**src/rtl/ifu_fetch_pkg.sv**
```systemverilog
// Shared types and constants for the instruction fetch unit.
package ifu_fetch_pkg;

    typedef enum logic [1:0] {
        ST_IDLE = 2'd0,
        ST_REQ  = 2'd1,
        ST_WAIT = 2'd2,
        ST_OUT  = 2'd3
    } fetch_state_e;

    localparam logic [31:0] RESET_PC_DEFAULT = 32'h8000_0000;
    localparam logic [31:0] NOP_INST         = 32'h0000_0013;
    localparam logic [31:0] PC_INC           = 32'd4;

    // True when an address cannot be fetched as a 32-bit word.
    function automatic logic is_misaligned(input logic [31:0] addr);
        return addr[1:0] != 2'b00;
    endfunction

endpackage

```
**src/rtl/ifu_pc_reg.sv**
```systemverilog
// Fetch PC, pending redirect target and kill flag for the in-flight request.
module ifu_pc_reg
    import ifu_fetch_pkg::*;
#(
    parameter logic [31:0] RESET_PC = RESET_PC_DEFAULT
) (
    input  logic        clk_i,
    input  logic        rst_ni,
    input  logic        pc_load_i,
    input  logic [31:0] pc_next_i,
    input  logic        kill_set_i,
    input  logic        kill_clr_i,
    input  logic [31:0] tgt_i,
    output logic [31:0] pc_o,
    output logic [31:0] tgt_o,
    output logic        kill_o
);

    logic [31:0] pc_q;
    logic [31:0] tgt_q;
    logic        kill_q;

    // PC update, and latch of the most recent redirect while a request is in flight.
    always_ff @(posedge clk_i or negedge rst_ni) begin
        if (!rst_ni) begin
            pc_q   <= RESET_PC;
            tgt_q  <= '0;
            kill_q <= 1'b0;
        end else begin
            if (pc_load_i) begin
                pc_q <= pc_next_i;
            end
            if (kill_set_i) begin
                kill_q <= 1'b1;
                tgt_q  <= tgt_i;
            end else if (kill_clr_i) begin
                kill_q <= 1'b0;
            end
        end
    end

    assign pc_o   = pc_q;
    assign tgt_o  = tgt_q;
    assign kill_o = kill_q;

endmodule

```
**src/rtl/ifu_fetch.sv**
```systemverilog
// Single-outstanding instruction fetch: request, wait for response, offer to decode.
module ifu_fetch
    import ifu_fetch_pkg::*;
#(
    parameter logic [31:0] RESET_PC = RESET_PC_DEFAULT
) (
    input  logic        clk,
    input  logic        rst_n,
    output logic        imem_req_valid,
    input  logic        imem_req_ready,
    output logic [31:0] imem_req_addr,
    input  logic        imem_rsp_valid,
    input  logic [31:0] imem_rsp_data,
    input  logic        imem_rsp_err,
    output logic        inst_valid,
    input  logic        inst_ready,
    output logic [31:0] inst,
    output logic [31:0] inst_pc,
    output logic        inst_err,
    input  logic        redirect_valid,
    input  logic [31:0] redirect_pc
);

    fetch_state_e state_q, state_d;
    logic [31:0]  inst_q, inst_d;
    logic [31:0]  inst_pc_q, inst_pc_d;
    logic         inst_err_q, inst_err_d;

    logic [31:0]  pc_q, tgt_q;
    logic         kill_q;
    logic         pc_load, kill_set, kill_clr;
    logic [31:0]  pc_next;
    logic         jump;
    logic [31:0]  jump_pc;

    ifu_pc_reg #(
        .RESET_PC (RESET_PC)
    ) u_pc_reg (
        .clk_i      (clk),
        .rst_ni     (rst_n),
        .pc_load_i  (pc_load),
        .pc_next_i  (pc_next),
        .kill_set_i (kill_set),
        .kill_clr_i (kill_clr),
        .tgt_i      (redirect_pc),
        .pc_o       (pc_q),
        .tgt_o      (tgt_q),
        .kill_o     (kill_q)
    );

    // State and output-buffer registers.
    always_ff @(posedge clk or negedge rst_n) begin
        if (!rst_n) begin
            state_q    <= ST_IDLE;
            inst_q     <= '0;
            inst_pc_q  <= '0;
            inst_err_q <= 1'b0;
        end else begin
            state_q    <= state_d;
            inst_q     <= inst_d;
            inst_pc_q  <= inst_pc_d;
            inst_err_q <= inst_err_d;
        end
    end

    // Next-state logic. Redirects that take effect now (IDLE/OUT, or a dropped
    // response in WAIT) share one jump path; a misaligned target skips memory
    // and presents a faulting nop, keeping the PC word-aligned.
    always_comb begin
        state_d    = state_q;
        inst_d     = inst_q;
        inst_pc_d  = inst_pc_q;
        inst_err_d = inst_err_q;
        pc_load    = 1'b0;
        pc_next    = pc_q;
        kill_set   = 1'b0;
        kill_clr   = 1'b0;
        jump       = 1'b0;
        jump_pc    = redirect_pc;

        case (state_q)
            ST_IDLE: begin
                if (redirect_valid) begin
                    jump = 1'b1;
                end else begin
                    state_d = ST_REQ;
                end
            end
            ST_REQ: begin
                kill_set = redirect_valid;
                if (imem_req_ready) begin
                    state_d = ST_WAIT;
                end
            end
            ST_WAIT: begin
                if (imem_rsp_valid) begin
                    if (kill_q || redirect_valid) begin
                        jump     = 1'b1;
                        jump_pc  = redirect_valid ? redirect_pc : tgt_q;
                        kill_clr = 1'b1;
                    end else begin
                        inst_d     = imem_rsp_data;
                        inst_pc_d  = pc_q;
                        inst_err_d = imem_rsp_err;
                        state_d    = ST_OUT;
                    end
                end else begin
                    kill_set = redirect_valid;
                end
            end
            ST_OUT: begin
                if (redirect_valid) begin
                    jump = 1'b1;
                end else if (inst_ready) begin
                    pc_load = 1'b1;
                    pc_next = pc_q + PC_INC;
                    state_d = ST_REQ;
                end
            end
            default: begin
                state_d = ST_IDLE;
            end
        endcase

        if (jump) begin
            pc_load = 1'b1;
            if (is_misaligned(jump_pc)) begin
                pc_next    = {jump_pc[31:2], 2'b00};
                inst_d     = NOP_INST;
                inst_pc_d  = jump_pc;
                inst_err_d = 1'b1;
                state_d    = ST_OUT;
            end else begin
                pc_next = jump_pc;
                state_d = ST_REQ;
            end
        end
    end

    assign imem_req_valid = (state_q == ST_REQ);
    assign imem_req_addr  = pc_q;
    assign inst_valid     = (state_q == ST_OUT);
    assign inst           = inst_q;
    assign inst_pc        = inst_pc_q;
    assign inst_err       = inst_err_q;

endmodule

```
**config.mk**
```make
export PLATFORM = sky130hd
export DESIGN_NAME = ifu_fetch
export DESIGN_NICKNAME = d
export VERILOG_FILES = /design/src/rtl/ifu_fetch_pkg.sv /design/src/rtl/ifu_pc_reg.sv /design/src/rtl/ifu_fetch.sv
export SDC_FILE = /design/constraint.sdc
export NUM_CORES = 1
export LEC_CHECK = 0
export CELL_PAD_IN_SITES_DETAIL_PLACEMENT = 0
export CELL_PAD_IN_SITES_GLOBAL_PLACEMENT = 1
export CORE_UTILIZATION = 41
export DETAILED_ROUTE_END_ITERATION = 10
export HOLD_SLACK_MARGIN = 0.05
export PLACE_DENSITY_LB_ADDON = 0.15
export SETUP_SLACK_MARGIN = 0.05
export SYNTH_ARGS = -nofsm -noshare
export SYNTH_HDL_FRONTEND = slang
export SYNTH_SLANG_ARGS = --single-unit
export TNS_END_PERCENT = 50
```
**constraint.sdc**
```tcl
create_clock -name clk -period 4.57 [get_ports clk]
set_input_delay 0.6855 -clock clk [delete_from_list [all_inputs] [get_ports clk]]
set_output_delay 0.6855 -clock clk [all_outputs]
set_load 0.02 [all_outputs]
```
==> metrics.cfg <==
[sta]
maximum_clock_frequency_ghz=0.359
grt_setup_unrepaired=false
number_of_setup_violations_in_the_final_report=0
timing.final.crit_period_ns=2.79
hold_violations=0
final.setup_skew_ns=0.0156
final_cycle_share_pct=61.0
timing_worst_slew_pin_value_ns=1.11
worst_slew_margin_rel_pct=25.9
fin_setup_tns_ns=0
finalMaxSlewViolations=0

[logic_synthesis]
synth_seq_cells=132
synth_fp_nets=665
number_of_instances_in_the_synthesized_netlist=588
ys.warnings.count=0
netlist_area_before_placement_sq_mm=0.00648
synth.distinct_cells=46
ys_seq_area_share_pct=51.0
synthArstFlopShare_pct=100
number_of_flops_mapped_to_enable_cells_by_yosys=0
average_cell_area_after_synthesis_sq_um=11.0
synth_flop_type=dfrtp_1

[worst_setup_path]
crit_type=in -> reg
timing.critical_path.slowest_stage_cell=or4_1
crit_arrival_ns=3.09
worstPathBufferInverterCount=1
cp_max_fo=14
crit_path_end_kind=flop
crit_path_start_kind=input port
critical-path-max-stage-delay_ns=0.74
critical-path-top-delay-family=simple AND/OR/NAND/NOR gates
worst_path_required_ns=4.87
timing.critical_path.cells=clkdlybuf4s50_1 > nand4b_2 > or4_1 > o31a_2 > o31a_1

[route]
first_pass_iters=4
viasPerCell=5.37
finalWirelength_um=17100
vias=5231
remaining_drc_errors=0
route.detailed.wl_per_inst_um=17.6
ant_nets=0
drt_iter0_drc=307

[global_routing]
antenna_found_initial=0
grt_most_used_layer=met2
grt_max_degree=106
globalRouteMet1Util_pct=29.8
grt.overflow.total=0
grt_usage_pct=22.6
gr-usage-met3_pct=4.55
first_global_vias=5475
grt.met2_usage_pct=36.3
grt_pass1_wl_um=28300

[clock_network]
cts_made_buffers=17
hold_buffers=0
tritoncts=done
post_cts.resized_instances=0
clockRootBuffer=clkbuf_16
ctsHtreeMaxLevel=4
post-cts-setup-buffers=0
worst_skew_pair.late_latency_ns=0.42
clock_slew_at_reported_path_ffs_ns=0.06
cts_sinks=132
cts_max_path_buffers=2

[floorplanning]
die_h_um=128
std_cell_rows=45
core-area_sq_mm=0.0153
num_io_pins=170
fp.dieW_um=128
design.die.area_sq_mm=0.0163
starting_utilization_of_the_core_area_pct=42.3

[place]
port_buffers=169
place.gp.congestion=0.778
dp_hpwl_um=11700

[run_status]
outcome=finished clean

[cells_and_area]
mostFrequentLayoutCell=clkdlybuf4s50_1
layout-drive-gt1-share_pct=11.3
num_antenna_cells=0
flow.area_growth_from_synthesis_pct=38.8
final_net_count=827
fin_util_pct=58.8
most-common-layout-cells=clkdlybuf4s50_1 (168), dfrtp_1 (131), mux2i_1 (102)

[power]
vdd_drop_max_uv=433
power.density_mw_per_mm2=716
totalPowerFinal_mw=6.45
leakagePower_nw=4.00

[flow_run]
cap_violations=0

[min_path]
holdCritPathClass=in -> async

[synthesized netlist by cell type, drive strengths merged (3+ instances only)]
cell / instances / area [sq um]
and4: 5 / 43.8
nor3: 8 / 40.0
a21oi: 30 / 150
mux2i: 102 / 1020
o31a: 11 / 97.6
mux2: 33 / 372
nor2: 9 / 33.8
nand2: 91 / 342
nand3: 12 / 60.1
nand2b: 3 / 18.8
o21ai: 5 / 25.0
or4: 10 / 75.1
inv: 14 / 52.6
nand4: 7 / 58.8
a31oi: 5 / 31.3
o211ai: 17 / 128
o311a: 3 / 30.0
nor4: 10 / 62.6
and2: 4 / 25.0
a211o: 3 / 26.3
ha: 6 / 75.1
clkbuf: 20 / 75.1
dfrtp: 131 / 3280
xnor2: 9 / 78.8
buf: 18 / 88.8
[cell families (layout without fill, tap and decap cells)]
logic type / Yosys count / after routing / synth area share [%]
XOR/XNOR: 9 / 9 / 1.22
buffers and inverters: 52 / 227 / 3.34
AO/OA/AOI/OAI: 85 / 85 / 8.84
multiplexers: 135 / 135 / 21.5
AND/OR/NAND/NOR: 169 / 169 / 13.0
flip-flops: 132 / 132 / 51.0
adder cells (fa/ha/maj): 6 / 6 / 1.16
[registers in the layout, summed over array words and instances, names as in the netlist]
name	cells
u_pc_reg.tgt_o	32
u_pc_reg.kill_o	1
inst_err	1
inst_pc	32
state_q	2
inst	32
u_pc_reg.pc_o	32
[per-stage QoR]
stage               std cells  cell area [sq um]  setup slack (ns)  hold WS (ns)
global placement          942               8390              1.44         0.478
detailed placement        942               8390              1.36         0.486
finish                    974               9000              1.78         0.374
floorplan                 588               6480              2.15         0.390
global route              974               9000              1.52         0.461
CTS                       974               9000              1.80         0.430
[routing by layer]
metal | wire [um] | share of wire, % | vias to the layer above
li1 | - | - | 2451
met1 | 7850 | 46 | 2610
met2 | 8240 | 48 | 151
met3 | 788 | 4.6 | 19
met5 | 0 | 0 | -
met4 | 250 | 1.5 | 0
[final cells by class]
class                   instances  area [sq um]
flip-flops and latches        132          3300
multi-input cells             404          2990
repair buffers                181          1780
clock inverters                 9           125
fillers                      1323          6310
inverters                      14          52.6
clock buffers                  23           488
well taps                     211           264
[path summary, 6_finish.rpt]
path	start	endpoint	slack (ns)	cells past startpoint
worst max-delay path	redirect_valid	u_pc_reg.pc_o[24]	1.78	5
worst min register to register	inst_err	inst_err	0.49	2
worst max register to register	state_q[0]	inst[24]	1.86	7
worst min-delay path	rst_n	inst[15]	0.37	1
max in group asynchronous	rst_n	inst[26]	3.23	2
min in group clk	inst_err	inst_err	0.49	2
[power breakdown]
group	internal (mW)	leakage (nW)	switching (mW)	total, mW
registers	1.72	1.61	0.479	2.20
clock network	0.912	0.299	0.499	1.41
logic	1.41	2.09	1.43	2.84
No activity file was read; power rests on OpenSTA's default activity.
